## src/rtl/uart_tx_param_if.sv

```systemverilog
// rtl/uart_tx_param_if.sv - producer-side word handshake into the buffered UART transmitter.
interface uart_tx_param_if #(
  parameter int DATA_BITS = 8
);
  logic [DATA_BITS-1:0] data;
  logic                 txValid;
  logic                 txReady;

  modport master (output data, output txValid, input txReady);
  modport slave  (input data, input txValid, output txReady);
endinterface

```

## src/rtl/uart_tx_param.sv

```systemverilog
// rtl/uart_tx_param.sv - buffered UART transmitter with configurable width, parity and stop bits.
module uart_tx_param #(
  parameter int DATA_BITS    = 8,
  parameter int PARITY       = 0,
  parameter int STOP_BITS    = 1,
  parameter int CLKS_PER_BIT = 868,
  parameter int FIFO_DEPTH   = 4
) (
  input  logic                              clock,
  input  logic                              reset,
  uart_tx_param_if.slave                    bus,
  output logic                              tx,
  output logic                              txActive,
  output logic [$clog2(FIFO_DEPTH+1)-1:0]   fifoCount
);

  localparam int CW = $clog2(FIFO_DEPTH + 1);
  localparam int AW = $clog2(FIFO_DEPTH);
  localparam int TW = $clog2(CLKS_PER_BIT);
  localparam int BW = $clog2(DATA_BITS);

  localparam logic [TW-1:0] RELOAD    = TW'(CLKS_PER_BIT - 1);
  localparam logic [BW-1:0] LAST_BIT  = BW'(DATA_BITS - 1);
  localparam logic          LAST_STOP = 1'(STOP_BITS - 1);

  localparam logic [2:0] S_IDLE   = 3'd0;
  localparam logic [2:0] S_START  = 3'd1;
  localparam logic [2:0] S_DATA   = 3'd2;
  localparam logic [2:0] S_PARITY = 3'd3;
  localparam logic [2:0] S_STOP   = 3'd4;

  logic [DATA_BITS-1:0] mem_q [FIFO_DEPTH];
  logic [AW-1:0]        wr_ptr_q, wr_ptr_d;
  logic [AW-1:0]        rd_ptr_q, rd_ptr_d;
  logic [CW-1:0]        count_q, count_d;
  logic                 ready;
  logic                 push;
  logic                 pop;
  logic                 empty;
  logic [DATA_BITS-1:0] head;
  logic                 head_parity;

  logic [2:0]           state_q, state_d;
  logic [TW-1:0]        timer_q, timer_d;
  logic [BW-1:0]        bit_idx_q, bit_idx_d;
  logic                 stop_cnt_q, stop_cnt_d;
  logic [DATA_BITS-1:0] shift_q, shift_d;
  logic                 parity_q, parity_d;
  logic                 tx_q, tx_d;
  logic                 active_q, active_d;
  logic                 tick;

  // Ready comes from the registered count only, so a same-cycle pop never opens a slot early.
  assign ready       = (count_q != CW'(FIFO_DEPTH));
  assign bus.txReady = ready;
  assign push        = bus.txValid && ready;
  assign empty       = (count_q == '0);
  assign head        = mem_q[rd_ptr_q];
  assign head_parity = (PARITY == 1) ? ~(^head) : (^head);
  assign tick        = (timer_q == '0);

  always_ff @(posedge clock) begin
    if (push) begin
      mem_q[wr_ptr_q] <= bus.data;
    end
  end

  always_comb begin
    wr_ptr_d = wr_ptr_q;
    rd_ptr_d = rd_ptr_q;
    count_d  = count_q;
    if (push) begin
      wr_ptr_d = wr_ptr_q + AW'(1);
    end
    if (pop) begin
      rd_ptr_d = rd_ptr_q + AW'(1);
    end
    case ({push, pop})
      2'b10:   count_d = count_q + CW'(1);
      2'b01:   count_d = count_q - CW'(1);
      default: count_d = count_q;
    endcase
  end

  always_ff @(posedge clock) begin
    if (reset) begin
      wr_ptr_q <= '0;
      rd_ptr_q <= '0;
      count_q  <= '0;
    end else begin
      wr_ptr_q <= wr_ptr_d;
      rd_ptr_q <= rd_ptr_d;
      count_q  <= count_d;
    end
  end

  always_comb begin
    state_d    = state_q;
    timer_d    = timer_q;
    bit_idx_d  = bit_idx_q;
    stop_cnt_d = stop_cnt_q;
    shift_d    = shift_q;
    parity_d   = parity_q;
    tx_d       = tx_q;
    active_d   = active_q;
    pop        = 1'b0;

    case (state_q)
      S_IDLE: begin
        tx_d     = 1'b1;
        active_d = 1'b0;
        timer_d  = '0;
        if (!empty) begin
          pop = 1'b1;
        end
      end
      S_START: begin
        if (tick) begin
          timer_d   = RELOAD;
          bit_idx_d = '0;
          tx_d      = shift_q[0];
          state_d   = S_DATA;
        end else begin
          timer_d = timer_q - TW'(1);
        end
      end
      S_DATA: begin
        if (tick) begin
          timer_d = RELOAD;
          if (bit_idx_q == LAST_BIT) begin
            if (PARITY != 0) begin
              tx_d    = parity_q;
              state_d = S_PARITY;
            end else begin
              tx_d       = 1'b1;
              stop_cnt_d = 1'b0;
              state_d    = S_STOP;
            end
          end else begin
            bit_idx_d = bit_idx_q + BW'(1);
            shift_d   = shift_q >> 1;
            tx_d      = shift_q[1];
          end
        end else begin
          timer_d = timer_q - TW'(1);
        end
      end
      S_PARITY: begin
        if (tick) begin
          timer_d    = RELOAD;
          tx_d       = 1'b1;
          stop_cnt_d = 1'b0;
          state_d    = S_STOP;
        end else begin
          timer_d = timer_q - TW'(1);
        end
      end
      S_STOP: begin
        if (tick) begin
          if (stop_cnt_q == LAST_STOP) begin
            if (!empty) begin
              pop = 1'b1;
            end else begin
              tx_d     = 1'b1;
              active_d = 1'b0;
              state_d  = S_IDLE;
            end
          end else begin
            stop_cnt_d = stop_cnt_q + 1'b1;
            timer_d    = RELOAD;
          end
        end else begin
          timer_d = timer_q - TW'(1);
        end
      end
      default: begin
        tx_d     = 1'b1;
        active_d = 1'b0;
        state_d  = S_IDLE;
      end
    endcase

    // A pop from either IDLE or the final STOP clock starts the next frame with no gap.
    if (pop) begin
      shift_d  = head;
      parity_d = head_parity;
      timer_d  = RELOAD;
      tx_d     = 1'b0;
      active_d = 1'b1;
      state_d  = S_START;
    end
  end

  always_ff @(posedge clock) begin
    if (reset) begin
      state_q    <= S_IDLE;
      timer_q    <= '0;
      bit_idx_q  <= '0;
      stop_cnt_q <= 1'b0;
      shift_q    <= '0;
      parity_q   <= 1'b0;
      tx_q       <= 1'b1;
      active_q   <= 1'b0;
    end else begin
      state_q    <= state_d;
      timer_q    <= timer_d;
      bit_idx_q  <= bit_idx_d;
      stop_cnt_q <= stop_cnt_d;
      shift_q    <= shift_d;
      parity_q   <= parity_d;
      tx_q       <= tx_d;
      active_q   <= active_d;
    end
  end

  assign tx        = tx_q;
  assign txActive  = active_q;
  assign fifoCount = count_q;

endmodule

```

## src/flat_wrapper.sv

```systemverilog
// flat-port wrapper written by rule: the top's interface ports become plain ports
module uart_tx_param_flat 
#(
  parameter int DATA_BITS    = 8,
  parameter int PARITY       = 0,
  parameter int STOP_BITS    = 1,
  parameter int CLKS_PER_BIT = 868,
  parameter int FIFO_DEPTH   = 4
)
  (clock, reset, tx, txActive, fifoCount, bus_data, bus_txValid, bus_txReady);
  uart_tx_param_if #(.DATA_BITS(DATA_BITS)) bus_i ();
  input  logic clock;
  input  logic reset;
  output logic tx;
  output logic txActive;
  output logic [$clog2(FIFO_DEPTH+1)-1:0] fifoCount;
  input wire logic [$bits(bus_i.data)-1:0] bus_data;
  input wire logic [$bits(bus_i.txValid)-1:0] bus_txValid;
  output wire logic [$bits(bus_i.txReady)-1:0] bus_txReady;
  assign bus_i.data = bus_data;
  assign bus_i.txValid = bus_txValid;
  assign bus_txReady = bus_i.txReady;
  uart_tx_param #(.DATA_BITS(DATA_BITS), .PARITY(PARITY), .STOP_BITS(STOP_BITS), .CLKS_PER_BIT(CLKS_PER_BIT), .FIFO_DEPTH(FIFO_DEPTH)) u_core (.clock(clock), .reset(reset), .bus(bus_i), .tx(tx), .txActive(txActive), .fifoCount(fifoCount));
endmodule
```

## config.mk

```make
export PLATFORM = sky130hd
export DESIGN_NAME = uart_tx_param_flat
export DESIGN_NICKNAME = d
export VERILOG_FILES = /design/src/rtl/uart_tx_param_if.sv /design/src/rtl/uart_tx_param.sv /design/src/flat_wrapper.sv
export SDC_FILE = /design/constraint.sdc
export NUM_CORES = 1
export LEC_CHECK = 0
export ABC_AREA = 1
export CAP_MARGIN = 20
export CORE_ASPECT_RATIO = 1.75
export CORE_UTILIZATION = 45
export DETAILED_ROUTE_END_ITERATION = 7
export PLACE_DENSITY = 0.65
export SYNTH_ARGS = -nofsm -noshare
export SYNTH_HDL_FRONTEND = slang
export SYNTH_SLANG_ARGS = --single-unit
```

## constraint.sdc

```tcl
create_clock -name clock -period 2.3 [get_ports clock]
set_input_delay 0.345 -clock clock [delete_from_list [all_inputs] [get_ports clock]]
set_output_delay 0.345 -clock clock [all_outputs]
set_load 0.01 [all_outputs]
```

==> flow_summary.json, run 1 <==
{
  "drt-vias-per-instance": 5.12,
  "initial_core_util_pct": 46.8,
  "crit_path_start": "u_core.timer_q[0]$_SDFFE_PP0P_",
  "hpwl_mm": 4.45,
  "syn_to_final_growth_pct": 21.4,
  "dp.cells": 467,
  "synthesis.area_mm2": 0.00323,
  "finalHoldViolCount": 0,
  "rr_worst_depth": 15,
  "portBuffers": 16,
  "worstPathArrival_ps": 2400,
  "tns_ps": 0,
  "cellPowerDensity_mw_per_mm2": 1360,
  "p_int_uw": 3430,
  "grt_pass1_wl_mm": 10.6,
  "pin_count": 17,
  "core_area_mm2": 0.00691,
  "layout.nets": 415,
  "regArea_mm2": 0.00166,
  "worstMarginPinSlew_ps": 503,
  "stdcell_count": 484,
  "place_congestion": 0.810,
  "rsz0062_at_grt": "false",
  "cts.clk_slew.worst_paths_ps": 50,
  "drt_iter0_drc": 79,
  "post-synth-top-count-cell": "nor2_1",
  "root_buffer": "clkbuf_16",
  "p_clk_share_pct": 31.0,
  "r2r-start": "u_core.timer_q[0]$_SDFFE_PP0P_",
  "synthTopCellsByCount": "nor2_1, nand2_1, dfxtp_1, inv_1, edfxtp_1",
  "seq_power_share_pct": 31.4,
  "cp-endpoint": "u_core.fifoCount[2]$_SDFFE_PP0P_",
  "comb_power_share_pct": 37.6,
  "relSlewSlack_pct": 66.2,
  "end_kind": "flip-flop",
  "drc": 0,
  "ctsHtreeMaxLevel": 3,
  "cts_sinks": 67,
  "synth_area_leaders": "edfxtp_1, dfxtp_1, nor2_1",
  "maxSlewViolCount": 0,
  "hold_class": "flip-flop to flip-flop",
  "yosys_register_bits": 67,
  "die_w_um": 66.1,
  "layout_setup_ws_ps": 120,
  "critPathLaunchType": "flip-flop",
  "ir_worst_vdd_mv": 0.777,
  "grt.total_usage_pct": 19.3,
  "async_flop_share_pct": 0,
  "grt_pass1_vias": 2408,
  "fin_crit_sh_pct": 94.8,
  "post_synth_num_cell_types": 34,
  "fmax_mhz": 459,
  "avgSynthCellArea_um2": 8.93,
  "synth_edf_count": 32,
  "pre_cts_ws_ps": 48.1,
  "yosys.area.top_type": "edfxtp_1",
  "clockBufferDepth": 2,
  "crit_type": "flip-flop to flip-flop",
  "seq_area_frac_synth_pct": 51.4,
  "antenna_left": 0,
  "ys.flop_type": "dfxtp_1",
  "multi_input_area_mm2": 0.00137,
  "num_rows": 40,
  "diodes": 0,
  "status": "finished clean",
  "dr.pass1.iters": 4,
  "die_height_um": 114,
  "antenna_found_initial": 0,
  "vias": 2478,
  "clock_skew_ps": 4.45,
  "swShare_pct": 35.6,
  "grt_start_max_net_pins": 20,
  "p_switching_uw": 1890,
  "p_leak_uw": 0.00156,
  "cts_tree": "done",
  "rr_endpoint": "u_core.fifoCount[2]$_SDFFE_PP0P_",
  "yosysTopAreaCellShare_pct": 29.7,
  "layout_min_cycle_time_ps": 2180,
  "worstPathRequired_ps": 2520,
  "clk_latency_ps": 330,
  "crit_fanout": 4,
  "netlist_instances": 362,
  "cts_buffers": 9,
  "n_fill_cell": 618,
  "maxCapViolCount": 0,
  "overflow": 0,
  "fp.dieArea_mm2": 0.00754,
  "hold_depth": 2,
  "wl_per_cell_um": 13.1,
  "finalSetupViolations": 0,
  "r2r_slack_ps": 120,
  "syn_nets": 382,
  "yosys_warnings": 0,
  "wl_mm": 6.34,
  "drive_above_1_share_pct": 17.8
}
how the worst min path moves through the flow:
stage / end / slack [ps] / start
2_1_floorplan: u_core.shift_q[4]$_SDFFE_PP0P_ / 440 / u_core.shift_q[5]$_SDFFE_PP0P_
3_3_place_gp: u_core.shift_q[4]$_SDFFE_PP0P_ / 460 / u_core.shift_q[5]$_SDFFE_PP0P_
3_5_place_dp: u_core.shift_q[4]$_SDFFE_PP0P_ / 460 / u_core.shift_q[5]$_SDFFE_PP0P_
4_1_cts: u_core.shift_q[4]$_SDFFE_PP0P_ / 480 / u_core.shift_q[5]$_SDFFE_PP0P_
5_1_grt: u_core.shift_q[4]$_SDFFE_PP0P_ / 510 / u_core.shift_q[5]$_SDFFE_PP0P_
6_report: u_core.shift_q[7]$_SDFFE_PP0P_ / 480 / u_core.shift_q[7]$_SDFFE_PP0P_
cell type report:
class                      count  share of cell area [%]
sequential                    67                    42.3
timing repair buffer          30                    6.76
clock inverter                 5                    3.19
tap                           84                    2.68
clock buffer                  11                    5.93
multi-input combinational    243                    34.8
inverter                      44                    4.27
power groups by stage:
stage	Sequential, uW	Clock [uW]	Combinational [uW]
2_1_floorplan	1670	0	1490
3_3_place_gp	1680	0	1940
3_5_place_dp	1690	0	1980
4_1_cts	1670	1680	1980
5_1_grt	1700	1730	2260
6_report	1670	1650	2000
metrics by stage:
step | utilization, % | power, uW | instance area, um^2 | hold WS (ps)
2_1_floorplan | - | 3170 | 3230 | 444
3_3_place_gp | 51.4 | 3630 | 3550 | 459
3_5_place_dp | 51.4 | 3660 | 3550 | 461
4_1_cts | 56.6 | 5330 | 3910 | 476
6_report | 56.8 | 5320 | 3920 | 475
5_1_grt | 56.8 | 5690 | 3920 | 506
flip-flops by register name, indices dropped and copies added (netlist names), named ones only:
name,cells
u_core.mem_q,32
u_core.timer_q,10
u_core.shift_q,8
u_core.bit_idx_q,3
u_core.fifoCount,3
u_core.state_q,3
u_core.rd_ptr_q,2
u_core.wr_ptr_q,2
u_core.tx,1
u_core.txActive,1
placed cells by master (no fill, tap or decap), types with 5 or more instances in the layout:
| cell type | Yosys | final |
|---|---|---|
| a21oi_1 | 21 | 21 |
| buf_4 | 0 | 14 |
| clkbuf_16 | 0 | 9 |
| clkdlybuf4s50_1 | 0 | 16 |
| dfxtp_1 | 35 | 35 |
| edfxtp_1 | 32 | 32 |
| ha_1 | 8 | 7 |
| inv_1 | 33 | 33 |
| inv_2 | 9 | 9 |
| nand2_1 | 52 | 52 |
| nand2_4 | 5 | 6 |
| nand3_1 | 20 | 20 |
| nand4_1 | 6 | 6 |
| nor2_1 | 55 | 55 |
| nor2_4 | 6 | 6 |
| o21ai_0 | 28 | 26 |
| o21ai_1 | 9 | 11 |
| o22ai_1 | 5 | 5 |
cell families (layout without fill, tap and decap cells):
| kind of cell | after synthesis | after routing | share of synthesized area (%) |
|---|---|---|---|
| and+or+nand+nor | 161 | 161 | 25.4 |
| AOI/OAI and AO/OA | 69 | 69 | 11.7 |
| DFF | 67 | 67 | 51.4 |
| buffers and inverters | 52 | 90 | 6.62 |
| adders and majority gates | 9 | 9 | 3.72 |
| xor gates and xnor gates | 4 | 4 | 1.08 |
critical path: stages, from the launching register on:
cell     delay [ps]
dfxtp_1         320
inv_1            80
ha_2            180
nand2_2          70
nor2_4          140
nand3_4          90
nand2_4          90
nand2_4          60
inv_2            80
ha_1            140
inv_1            70
fa_2            340
a21oi_1         140
o21ai_1          90
o21ai_1         120
a21oi_1          50
per-layer routing:
| layer | GRT usage (%) | vias to the layer above | share of wire (%) |
|---|---|---|---|
| met5 | 0 | - | 0 |
| met4 | 11.6 | 0 | 3.3 |
| met3 | 5.68 | 18 | 2.8 |
| met2 | 34.6 | 35 | 54 |
| met1 | 18.8 | 1154 | 39 |
| li1 | - | 1271 | - |
what timing repair did:
action                                  CTS  global route
resized for setup                         0             5
endpoints found under the setup margin    0             1
hold buffers                              0             0
buffers inserted                          0             1
Note: power is estimated with default switching activity, not from simulation.
==> run 2: changes to the inputs <==
Settings changed: CORE_UTILIZATION 45 to 30, PLACE_DENSITY 0.65 to 0.47, TNS_END_PERCENT set to 5.
==> run 2 against run 1 <==
  * First-iteration DRC count down 5.1%
  * Sequential power about the same
  * Routed wire length up 12%
  * Non-clock buffer count up 1
  * Setup slack better by 31 ps
  * Register-to-register slack better by 30 ps
  * Core utilization down 19 points
  * Clock-buffer cell count down 2
  * Design area up 0.19%
  * Flip-flop and latch count unchanged
  * Critical endpoint unchanged
  * Largest power group unchanged
==> flow_summary.json, run 2 (synthesized netlist as in run 1, its figures left out) <==
{
  "comb_power_share_pct": 40.0,
  "syn_to_final_growth_pct": 21.6,
  "mostFrequentLayoutCells": "nor2_1, nand2_1, dfxtp_1",
  "dr.pass1.iters": 4,
  "crit_path_start": "u_core.timer_q[1]$_SDFFE_PP0P_",
  "cts.clk_slew.worst_paths_ps": 60,
  "antenna_left": 0,
  "ir_worst_vdd_mv": 0.725,
  "core_area_mm2": 0.0104,
  "seq_power_share_pct": 33.0,
  "hpwl_mm": 5.24,
  "drc": 0,
  "cellPowerDensity_mw_per_mm2": 1300,
  "grt_pass1_wl_mm": 11.5,
  "fmax_mhz": 465,
  "maxSlewViolCount": 0,
  "antenna_found_initial": 0,
  "dp.cells": 511,
  "swShare_pct": 39.1,
  "timing.hold.ws_ps": 470,
  "layout.nets": 416,
  "clk_latency_ps": 330,
  "stdcell_count": 528,
  "die_w_um": 80.5,
  "drt_iter0_drc": 75,
  "final_common_cell": "nor2_1",
  "initial_core_util_pct": 31.2,
  "grt.total_usage_pct": 13.7,
  "fp.dieArea_mm2": 0.0112,
  "worstMarginPinSlew_ps": 522,
  "clock_skew_ps": 3.38,
  "p_int_uw": 3100,
  "cts_tree": "done",
  "diodes": 0,
  "clockBufferDepth": 2,
  "fin_crit_sh_pct": 93.4,
  "die_height_um": 139,
  "status": "finished clean",
  "reg_top3": "u_core.mem_q (32), u_core.timer_q (10), u_core.shift_q (8)",
  "multi_input_area_mm2": 0.00137,
  "grt_pass1_vias": 2463,
  "relSlewSlack_pct": 64.9,
  "overflow": 0,
  "ctsHtreeMaxLevel": 3,
  "portBuffers": 16,
  "wl_per_cell_um": 13.4,
  "cts_sinks": 67,
  "critPathLaunchType": "flip-flop",
  "end_kind": "flip-flop",
  "crit_type": "flip-flop to flip-flop",
  "worstPathArrival_ps": 2370,
  "root_buffer": "clkbuf_16",
  "n_fill_cell": 1032,
  "cts_buffers": 9,
  "fin_util_pct": 37.9,
  "worstPathRequired_ps": 2520,
  "num_rows": 49,
  "drt-vias-per-instance": 4.74,
  "wl_mm": 7.08,
  "drive_above_1_share_pct": 19.0,
  "crit_fanout": 4,
  "stdcell_area_mm2": 0.00393,
  "regArea_mm2": 0.00166,
  "p_switching_uw": 1990,
  "finalHoldViolCount": 0,
  "place_area_mm2": 0.00361,
  "layout_min_cycle_time_ps": 2150,
  "vias": 2505,
  "finalSetupViolations": 0,
  "r2r-start": "u_core.timer_q[1]$_SDFFE_PP0P_",
  "largest-register": "u_core.mem_q",
  "hold_class": "flip-flop to flip-flop",
  "maxCapViolCount": 0,
  "min_from": "u_core.shift_q[5]$_SDFFE_PP0P_",
  "largest_reg_flops": 32,
  "place_congestion": 0.775,
  "pin_count": 17,
  "power_uw": 5090,
  "grt_start_max_net_pins": 19,
  "p_leak_uw": 0.00153,
  "p_clk_share_pct": 27.0
}
run 2: cell types whose count changed in the layout (fill, tap and decap cells not counted):
cell / before / now
clkbuf_1: 2 / 0
buf_4: 14 / 15
clkinv_4: 0 / 1
inv_1: 33 / 31
inv_4: 1 / 2
bufinv_16: 4 / 1
inv_6: 0 / 2
inv_2: 9 / 10
clkinvlp_4: 0 / 2
run 2: worst max-delay path, stage by stage (launching register included):
cell and delay [ps]:
dfxtp_1 300, inv_1 80, ha_2 190, nand2_2 70, nor2_4 150, nand3_4 100, nand2_4 80, nand2_4 60
inv_4 60, ha_1 130, inv_1 70, fa_2 340, a21oi_1 140, o21ai_1 90, o21ai_1 120, a21oi_1 50
run 2: path summary, 6_finish.rpt:
kind,endpoint,slack (ps),depth (start not counted)
min reg2reg,u_core.shift_q[4]$_SDFFE_PP0P_,470,2
min,u_core.shift_q[4]$_SDFFE_PP0P_,470,2
max reg2reg,u_core.fifoCount[2]$_SDFFE_PP0P_,150,15
max,u_core.fifoCount[2]$_SDFFE_PP0P_,150,15
run 2: layout make-up:
class	instances	share of cell area (%)
well taps	127	4.04
clock inverters	7	1.94
inverters	44	4.33
clock buffers	9	5.73
flip-flops and latches	67	42.3
repair buffers	31	6.94
multi-input cells	243	34.8
run 2: stage by stage:
| step | worst slack (ps) | setup TNS, ps |
|---|---|---|
| 3_5_place_dp | 25.5 | 0 |
| 2_1_floorplan | 20.5 | 0 |
| 6_report | 151 | 0 |
| 5_1_grt | -28.9 | -40.8 |
| 4_1_cts | 22.6 | 0 |
| 3_3_place_gp | 85.9 | 0 |
run 2: power groups by stage:
| stage | registers [uW] | clock network [uW] | logic (uW) |
|---|---|---|---|
| 4_1_cts | 1680 | 1420 | 2040 |
| 2_1_floorplan | 1670 | 0 | 1490 |
| 6_report | 1680 | 1380 | 2040 |
| 3_5_place_dp | 1700 | 0 | 2030 |
| 5_1_grt | 1720 | 1450 | 2280 |
| 3_3_place_gp | 1700 | 0 | 2010 |
run 2: repair_timing:
item / CTS / global route
gates resized for setup: 0 / 8
hold buffers: 0 / 0
setup buffers: 0 / 1
setup endpoints to repair: 0 / 2
run 2: routing by layer:
layer  vias to the layer above  GRT usage [%]  wire length, um
li1                       1279              -                -
met1                      1185           13.8             2780
met2                        31           25.6             4010
met3                        10           3.15              155
met4                         0           6.02              136
met5                         -              0                0
